[src/rtl/mmio_store_sink.sv]
// MMIO responder for core stores: TOHOST pass/fail decode plus a console word FIFO.
// Optional watchdog timeout built when WATCHDOG_EN is defined.
module mmio_store_sink #(
  parameter logic [31:0] MMIO_BASE      = 32'h0000_0F00,
  parameter int unsigned FIFO_DEPTH     = 8,
  parameter int unsigned TIMEOUT_CYCLES = 4096
) (
  input  logic        clk,
  input  logic        reset,
  input  logic        MemWrite,
  input  logic [31:0] DataAddr,
  input  logic [31:0] WriteData,
  output logic        mmio_hit,
  output logic        con_valid,
  output logic [31:0] con_data,
  input  logic        con_ready,
  output logic [7:0]  drop_cnt,
  output logic        done,
  output logic        pass,
  output logic [30:0] fail_code,
  output logic        timeout
);

  localparam int unsigned PtrW = $clog2(FIFO_DEPTH);
  localparam int unsigned CntW = PtrW + 1;

  typedef enum logic [1:0] {StRun, StPass, StFail, StTimeout} state_e;

  state_e state_q, state_d;
  logic [30:0] fail_code_q, fail_code_d;

  logic [31:0] offset;
  logic        in_run;
  logic        tohost_wr;
  logic        console_wr;
  logic        wd_expire;

  // Unsigned wrap makes addresses below the base fall outside the window too.
  assign offset     = DataAddr - MMIO_BASE;
  assign mmio_hit   = MemWrite && (offset < 32'd256);
  assign in_run     = (state_q == StRun);
  assign tohost_wr  = mmio_hit && in_run && (offset == 32'h0000_0000);
  assign console_wr = mmio_hit && in_run && (offset == 32'h0000_0004);

`ifdef WATCHDOG_EN
  localparam int unsigned WdW = $clog2(TIMEOUT_CYCLES) + 1;

  logic [WdW-1:0] wd_q, wd_d;

  assign wd_expire = in_run && (wd_q == WdW'(TIMEOUT_CYCLES - 1));

  always_comb begin
    wd_d = wd_q;
    if (in_run) begin
      wd_d = wd_q + 1'b1;
    end
  end

  always_ff @(posedge clk) begin
    if (reset) begin
      wd_q <= '0;
    end else begin
      wd_q <= wd_d;
    end
  end

  assign timeout = (state_q == StTimeout);
`else
  logic unused_timeout_cycles;
  assign unused_timeout_cycles = ^TIMEOUT_CYCLES;
  assign wd_expire = 1'b0;
  assign timeout   = 1'b0;
`endif

  // TOHOST decode takes priority over a coincident watchdog expiry.
  always_comb begin
    state_d     = state_q;
    fail_code_d = fail_code_q;
    if (tohost_wr && WriteData[0]) begin
      if (WriteData == 32'h0000_0001) begin
        state_d = StPass;
      end else begin
        state_d     = StFail;
        fail_code_d = WriteData[31:1];
      end
    end else if (wd_expire) begin
      state_d = StTimeout;
    end
  end

  always_ff @(posedge clk) begin
    if (reset) begin
      state_q     <= StRun;
      fail_code_q <= '0;
    end else begin
      state_q     <= state_d;
      fail_code_q <= fail_code_d;
    end
  end

  assign done      = (state_q != StRun);
  assign pass      = (state_q == StPass);
  assign fail_code = fail_code_q;

  // Console FIFO
  logic [31:0]     mem_q [FIFO_DEPTH];
  logic [PtrW-1:0] wr_ptr_q, wr_ptr_d;
  logic [PtrW-1:0] rd_ptr_q, rd_ptr_d;
  logic [CntW-1:0] cnt_q, cnt_d;
  logic [7:0]      drop_cnt_q, drop_cnt_d;
  logic            full;
  logic            pop;
  logic            do_push;
  logic            drop;

  assign full    = (cnt_q == CntW'(FIFO_DEPTH));
  assign pop     = con_valid && con_ready;
  assign do_push = console_wr && (!full || pop);
  assign drop    = console_wr && full && !pop;

  always_comb begin
    wr_ptr_d   = wr_ptr_q;
    rd_ptr_d   = rd_ptr_q;
    cnt_d      = cnt_q;
    drop_cnt_d = drop_cnt_q;
    if (do_push) begin
      wr_ptr_d = wr_ptr_q + 1'b1;
    end
    if (pop) begin
      rd_ptr_d = rd_ptr_q + 1'b1;
    end
    unique case ({do_push, pop})
      2'b10:   cnt_d = cnt_q + 1'b1;
      2'b01:   cnt_d = cnt_q - 1'b1;
      default: cnt_d = cnt_q;
    endcase
    if (drop && (drop_cnt_q != 8'hFF)) begin
      drop_cnt_d = drop_cnt_q + 8'd1;
    end
  end

  always_ff @(posedge clk) begin
    if (reset) begin
      wr_ptr_q   <= '0;
      rd_ptr_q   <= '0;
      cnt_q      <= '0;
      drop_cnt_q <= '0;
    end else begin
      wr_ptr_q   <= wr_ptr_d;
      rd_ptr_q   <= rd_ptr_d;
      cnt_q      <= cnt_d;
      drop_cnt_q <= drop_cnt_d;
    end
  end

  // Storage needs no reset; cnt_q gates visibility.
  always_ff @(posedge clk) begin
    if (do_push) begin
      mem_q[wr_ptr_q] <= WriteData;
    end
  end

  assign con_valid = (cnt_q != '0);
  assign con_data  = mem_q[rd_ptr_q];
  assign drop_cnt  = drop_cnt_q;

endmodule

[config.mk]
export PLATFORM = sky130hd
export DESIGN_NAME = mmio_store_sink
export DESIGN_NICKNAME = d
export VERILOG_FILES = /design/src/rtl/mmio_store_sink.sv
export SDC_FILE = /design/constraint.sdc
export NUM_CORES = 1
export LEC_CHECK = 0
export CAP_MARGIN = 25
export CORE_ASPECT_RATIO = 0.7
export CORE_UTILIZATION = 60
export CTS_CLUSTER_DIAMETER = 50
export CTS_CLUSTER_SIZE = 12
export DETAILED_ROUTE_END_ITERATION = 6
export GPL_TIMING_DRIVEN = 0
export PLACE_DENSITY = 0.84
export SLEW_MARGIN = 30
export SYNTH_ARGS = -nofsm -noshare
export SYNTH_HDL_FRONTEND = slang
export SYNTH_SLANG_ARGS = --single-unit
[constraint.sdc]
create_clock -name clk -period 20.3 [get_ports clk]
set_clock_uncertainty 0.1 [all_clocks]
set_input_delay 6.09 -clock clk [delete_from_list [all_inputs] [get_ports clk]]
set_output_delay 6.09 -clock clk [all_outputs]
set_load 0.05 [all_outputs]
# Word level (Yosys, flattened, before mapping)
# Memory sizes are Yosys's and may differ from the RTL's. A register that Yosys moved wholly into a read port is not among the register bits.
# Cells that the tools add are included.
# W data, S select, Z words.
totals:
  regBits: 51
  latchBits: 0
  ramBits: 256
  rom_bits: 0
  wordCells: 47
  n_memories: 1
mem_list:
  columns: ["memory", "words", "width", "read_ports", "rd_ports_with_merged_regs", "write_ports", "line", "source"]
  rows:
  - ["mem_q", 8, 32, 1, 1, 1, "106", "logic [31:0] mem_q [FIFO_DEPTH];"]
op_classes:
  add_sub_neg: 6
  n_mul: 0
  div_mod_pow: 0
  order_cmp: 1
  n_eq_ne: 7
  shifts: 0
  n_mux: 6
  bitwise: 1
  n_reduce_logical: 19
op_table:
  columns: ["op", "count"]
  rows:
  - ["$eq A32 B1 Y1 const B", 1]
  - ["$eq A32 B3 Y1 const B", 1]
  - ["$logic_not A32 Y1", 1]
  - ["$lt A32 B9 Y1 const B", 1]
  - ["$sub A32 B12 Y32 const B", 1]
  - ["$logic_and A1 B1 Y1", 10]
  - ["$add A8 B1 Y8 const B", 1]
  - ["$ne A8 B8 Y1 const B", 1]
  - ["$pmux W4 S2", 1]
  - ["$add A3 B1 Y3 const B", 2]
  - ["$mux W3", 2]
  - ["$add A4 B1 Y4 const B", 1]
  - ["$eq A2 B1 Y1 const B", 2]
  - ["$eq A4 B4 Y1 const B", 1]
  - ["$reduce_bool A2 Y1", 2]
  - ["$reduce_bool A4 Y1", 1]
  - ["$sub A4 B1 Y4 const B", 1]
  - ["$eq A2 B2 Y1 const B", 1]
  - ["$logic_not A1 Y1", 2]
  - ["$logic_not A2 Y1", 1]
  - ["$mux W1", 2]
  - ["$mux W2", 1]
  - ["$reduce_and A2 Y1", 1]
  - ["$logic_or A1 B1 Y1", 1]
  - ["$not A1 Y1", 1]

# Longest topological paths before layout
# Gate-level depths: netlist of the first run.
logic_depth:
  ltp_word: 8
  ltp_mapped: 11
  ltp_nobuf: 11

# Worst setup path after synthesis of the first run
# OpenSTA, ideal clock, no wires.
synth_path:
  kind: "input to output"
  start: "input DataAddr[17]"
  end: "output mmio_hit"
  arrival_time_ns: 7.686
  t_required_ns: 14.110
  slack_ns: 6.424
  cell_stages: 3
  n_path_buf: 0
  cell_sequence: "or4b_4 -> or3_4 -> nor2_1"
synth_via:
  elab_chain_len: 3
synth_lines:
  columns: ["item", "line", "source"]
  rows:
  - ["start, declared", "11", "input logic [31:0] DataAddr,"]
  - ["$sub A32 B12 Y32", "39", "assign offset = DataAddr - MMIO_BASE;"]
  - ["$lt A32 B9 Y1", "40", "assign mmio_hit = MemWrite && (offset < 32'd256);"]
  - ["$logic_and A1 B1 Y1", "40", null]
  - ["end, declared", "13", "output logic mmio_hit,"]
# Every way passes these cells.

# Final worst setup path of the first run
# Ends and elaborated chain as after synthesis.

==> results of run 1 <==
## logic make-up after synthesis
| family | share of synthesized area |
|---|---|
| AOI/OAI and AO/OA | 0.0363 |
| xor gates and xnor gates | 0.00289 |
| adders and majority gates | 0.00681 |
| buffers and inverters | 0.0149 |
| DFF | 0.723 |
| muxes | 0.156 |
| other | 0.000309 |
| and+or+nand+nor | 0.0597 |
## power by group
group | total [mW] | switching [mW] | internal, mW
clock | 0.510 | 0.225 | 0.285
combinational | 0.193 | 0.105 | 0.0876
sequential | 0.690 | 0.00129 | 0.689
total | 1.39 | 0.332 | 1.06
## synth_stat cells, types with 3 or more instances
master	instances	area share
o21ai_0	31	0.013
mux2_2	39	0.036
or4_1	3	0.0019
dfxtp_1	54	0.089
a21oi_1	41	0.017
buf_2	3	0.0012
or3_1	4	0.0021
edfxtp_1	256	0.63
nor4_1	14	0.0072
mux4_2	64	0.12
o21ai_1	5	0.0021
clkbuf_1	29	0.0090
nor3_1	8	0.0033
nand2_1	10	0.0031
nor2b_1	6	0.0031
buf_1	7	0.0022
nand3_1	36	0.015
and4_1	3	0.0022
ha_1	5	0.0052
inv_1	6	0.0019
nor2_1	26	0.0080
nand2b_1	4	0.0021
nand4_1	4	0.0021
## routing by layer
layer  wire length (µm)  share of wire  GRT usage
met1              11200           0.39      0.393
met3               2550          0.088     0.0444
met4                772          0.027     0.0874
met2              14400           0.50      0.484
met5                  0              0          0
## area by class of cell
class | count | area [µm²]
buffer | 40 | 163
clock buffer | 54 | 862
clock inverter | 2 | 17.5
fill | 1104 | 4650
inverter | 6 | 22.5
multi-input combinational | 329 | 3230
sequential | 310 | 8770
tap | 270 | 338
timing repair buffer | 175 | 1750
## critical path: cells and delay by family
| kind | cells | cell delay [ns] |
|---|---|---|
| simple gates | 3 | 1.12 |
| buf+inv | 2 | 1.23 |
## sequential cells by signal, summed over array words and instances, names as in the netlist, named ones only
register   flops
state_q        2
fail_code     31
rd_ptr_q       3
wr_ptr_q       3
mem_q        256
drop_cnt       8
cnt_q          4
## worst paths after layout
check                   to  cells after the start
min          fail_code[26]                      2
max               mmio_hit                      5
min reg2reg  fail_code[26]                      2
max reg2reg       cnt_q[3]                     11
==> run summary, run 1 <==
first-pass GRT wire length = 43500 µm
RSZ-0062 raised after global routing = false
root buf cell = clkbuf_16
Core Area = 19800 µm²
Rows = 43
CP Data Arrival Time = 8.46 ns
hold slack final = 0.377 ns
PortBufs = 142
EDFF count, synth = 256
hold crit path type = reg -> reg
Post-Syn Nets = 759
Pins Over Slew Limit = 0
worst setup margin = 5.65 ns
clock sinks = 310
VDD IR max = 0.0559 mV
post-synthesis async set-or-reset flop share = 0
final setup fails = 0
Critical Path Fanout Max = 5
placed cell areas = 14300 µm²
CTS clk-pin slew, worst paths = 0.05 ns
die footprint = 20800 µm²
clock tree from TritonCTS = yes
Vias = 7438
Max-cap violations = 0
Crit. Startpoint = DataAddr[17]
cells after synthesis = 685
Total GRT Usage = 0.288
post-DR wirelength/cell = 24.4 µm
worst-path cell chain = clkdlybuf4s50_1, or4b_4, or3_4, nor2_1, clkdlybuf4s50_1
die height = 121 µm
fin nets = 966
Post-Route WL = 28900 µm
P_leak = 4.77 nW
Die Span X = 172 µm
post-synthesis sequential area ratio = 0.723
Core Util, Final = 0.765
vias per cell = 6.27
Iteration-0 DRC Markers = 1010
# placed instances = 1130
Worst path max stage delay = 0.83 ns
Clock Latency Late Sink = 0.54 ns
Synth cell types = 44
Final Cell Area = 15100 µm²
syn avg cell area = 17.7 µm²
commonest cells after routing, fill and taps aside = edfxtp_1 (256), clkdlybuf4s50_1 (142), mux4_2 (64)
largest net degree at the start of global routing = 20
hold_buf cts = 0
total power = 1.39 mW
H-tree levels = 1
Worst-Margin Slew = 0.856 ns
ant diodes = 0
Hold Path Origin = fail_code[26]
GPL Wtd Cong = 0.912
RR Startpoint = cnt_q[0]
final hold violation count = 0
commonest non-fill, non-tap cell in the layout = edfxtp_1
CP dominant cell by count = clkdlybuf4s50_1
final setup TNS = 0 ns
layout cell share with drive strength beyond 1 = 0.210
antenna viol nets, final = 0
Post-Place Setup Slack = 5.68 ns
GR Overflow Total = 0
number of global-route vias before repair = 7506
detailed-placement wirelength estimate = 19100 µm
Most used DFF post-synth = edfxtp_1
final std cells w/o fill = 1186
Mapped Area = 12100 µm²
startpoint types = input port
Slew HR = 0.430
starting density of the core = 0.612
PwrDens = 92.0 nW/µm²
First-pass DRT Iterations = 5
Crit Path Class = in -> out
yosys warns = 0
Remaining DRCs = 0
Max clock buf depth = 3
Tmin final = 14.65 ns
Final Cycle Share = 0.721
I/O pins = 144
CTS buffer count = 30
CP Capture Type = primary output
outcome = complete, no violations
synth-to-layout area growth = 24.9%
f_max = 68.3 MHz
post-CTS sizing = 0
Slowest cell on crit path = clkdlybuf4s50_1
Req. time, crit path = 14.11 ns
Post CTS Setup Buffer Count = 0
flop-to-flop setup slack = 17.17 ns
Yosys reg bits = 310
initial antenna violation count = 0
Note: power is estimated with default switching activity, not from simulation.
==> inputs of run 2 (changes only) <==
- CORE_UTILIZATION: 60 -> 56
- PLACE_DENSITY: 0.84 -> 0.79
- clock period: 20.3 -> 13.63 ns (I/O delays scaled with it)
==> run 2 against run 1 <==
Effect of this change:
- count of clock-buffer cells in the layout is 2 lower
- global-route usage is 2.8 points lower
- hold slack better by 0.0096 ns
- final area up 0.24%
- clock power up 47%
- highest routed layer unchanged
- worst setup slack worse by 2.6 ns
- wire length fell by 2.4%
- largest power group unchanged
==> run summary, run 2 (same netlist as run 1, synthesis figures left out) <==
Largest Register = mem_q (unchanged)
first-pass GRT wire length = 43100 µm (was 43500 µm)
hold path cells = 2 (unchanged)
ant diodes = 0 (unchanged)
final setup TNS = 0 ns (unchanged)
Clock Latency Late Sink = 0.54 ns (about the same)
First-pass DRT Iterations = 5 (unchanged)
Final Cycle Share = 0.779
GPL Wtd Cong = 0.816 (was 0.912)
flop-to-flop setup slack = 10.61 ns (was 17.17 ns)
hold_buf cts = 0 (unchanged)
hold slack final = 0.387 ns (was 0.377 ns)
total power = 2.06 mW (was 1.39 mW)
fin nets = 967 (was 966)
number of global-route vias before repair = 7726 (was 7506)
Die Span X = 178 µm (was 172 µm)
initial antenna violation count = 0 (unchanged)
outcome = complete, no violations (unchanged)
CP Data Arrival Time = 6.43 ns (was 8.46 ns)
Max-cap violations = 0 (unchanged)
Slew HR = 0.386 (was 0.430)
CTS clk-pin slew, worst paths = 0.06 ns (was 0.05 ns)
largest net degree at the start of global routing = 16 (was 20)
starting density of the core = 0.578 (was 0.612)
Iteration-0 DRC Markers = 753 (was 1010)
Crit Path Class = in -> out (unchanged)
Worst path max stage delay = 0.83 ns (about the same)
RR Startpoint = state_q[1] (was cnt_q[0])
root buf cell = clkbuf_16 (unchanged)
max reg flops = 256 (unchanged)
final setup fails = 0 (unchanged)
Post CTS Setup Buffer Count = 0 (unchanged)
commonest non-fill, non-tap cell in the layout = edfxtp_1 (unchanged)
vias per cell = 6.09 (was 6.27)
clock tree from TritonCTS = yes (unchanged)
GR Overflow Total = 0 (unchanged)
final hold violation count = 0 (unchanged)
commonest cells after routing, fill and taps aside = edfxtp_1 (256), clkdlybuf4s50_1 (142), mux4_2 (64) (unchanged)
layout cell share with drive strength beyond 1 = 0.212 (was 0.210)
Max clock buf depth = 3 (unchanged)
FF-to-FF End = mem_q[0][13] (was cnt_q[3])
# placed instances = 1137 (was 1130)
CP dominant cell by count = clkdlybuf4s50_1 (unchanged)
H-tree levels = 1 (unchanged)
Total GRT Usage = 0.260 (was 0.288)
Tmin final = 10.62 ns
Pins Over Slew Limit = 0 (unchanged)
startpoint types = input port (unchanged)
post-DR wirelength/cell = 23.7 µm (was 24.4 µm)
Req. time, crit path = 9.44 ns (was 14.11 ns)
VDD IR max = 0.100 mV (was 0.0559 mV)
CP Capture Type = primary output (unchanged)
Slowest cell on crit path = clkdlybuf4s50_1 (unchanged)
Final Cell Area = 15200 µm² (was 15100 µm²)
I/O pins = 144 (unchanged)
placed cell areas = 14300 µm² (about the same)
Critical Path Fanout Max = 5 (unchanged)
final std cells w/o fill = 1193 (was 1186)
Core Area = 21000 µm² (was 19800 µm²)
die footprint = 22300 µm² (was 20800 µm²)
synth-to-layout area growth = 25.2% (was 24.9%)
Post-Route WL = 28200 µm (was 28900 µm)
hold crit path type = reg -> reg (unchanged)
detailed-placement wirelength estimate = 19300 µm (was 19100 µm)
PwrDens = 136 nW/µm² (was 92.0 nW/µm²)
Hold Path Origin = fail_code[12] (was fail_code[26])
Remaining DRCs = 0 (unchanged)
f_max = 94.2 MHz
Vias = 7264 (was 7438)
die height = 125 µm (was 121 µm)
RSZ-0062 raised after global routing = false (unchanged)
PortBufs = 142 (unchanged)
post-CTS sizing = 0 (unchanged)
worst-path cell chain = clkdlybuf4s50_1, or4b_4, or3_4, nor2_1, clkdlybuf4s50_1 (unchanged)
Rows = 44 (was 43)
P_leak = 4.79 nW (was 4.77 nW)
antenna viol nets, final = 0 (unchanged)
worst r2r path cells = 10 (was 11)
clock sinks = 310 (unchanged)
Hold Crit Endpoint = fail_code[12] (was fail_code[26])
CTS buffer count = 30 (unchanged)
Worst-Margin Slew = 0.921 ns (was 0.856 ns)
run 2: cell types whose count changed in the layout (fill, tap and decap cells not counted), sizes merged:
cell	delta
clkinv	+2
clkbuf	-1
run 2: worst max-delay path: cells and delay by family:
| kind | cells | cell delay [ns] |
|---|---|---|
| buf+inv | 2 | 1.23 |
| simple gates | 3 | 1.11 |
run 2: cell type report:
type                    count  area [µm²]
flip-flops and latches    310        8770
fillers                  1216        5790
multi-input cells         329        3230
repair buffers            176        1790
clock buffers              52         833
well taps                 276         345
plain buffers              40         164
clock inverters             4        36.3
inverters                   6        22.5
run 2: worst max path at each step:
stage | startpoint | endpoint | slack (ns)
6_report | DataAddr[17] | mmio_hit | 3.01
5_1_grt | DataAddr[17] | mmio_hit | 2.99
4_1_cts | DataAddr[17] | mmio_hit | 3.01
3_5_place_dp | DataAddr[17] | mmio_hit | 3.01
3_3_place_gp | DataAddr[17] | mem_q[0][14] | 1.71
2_1_floorplan | DataAddr[17] | mmio_hit | 3.76
run 2: where the power goes:
group	leakage, nW	switching (mW)	internal, mW	total, mW
Sequential	2.73	0.00186	1.03	1.03
Clock	0.414	0.334	0.414	0.748
Combinational	1.64	0.155	0.131	0.286
Total	4.79	0.491	1.57	2.06
run 2: stage by stage:
stage / util / setup WS (ns)
floorplan: - / 3.76
global placement: 0.662 / 1.71
detailed placement: 0.682 / 3.01
CTS: 0.724 / 3.01
global route: 0.724 / 2.99
finish: 0.724 / 3.01
run 2: layer usage:
layer / GRT usage / routed length (µm) / part of all wire / vias to the layer above
met3: 0.0438 / 2280 / 0.081 / 67
met5: 0 / 0 / 0 / -
li1: - / - / - / 3176
met2: 0.431 / 14000 / 0.49 / 375
met1: 0.353 / 11200 / 0.40 / 3646
met4: 0.0855 / 808 / 0.029 / 0
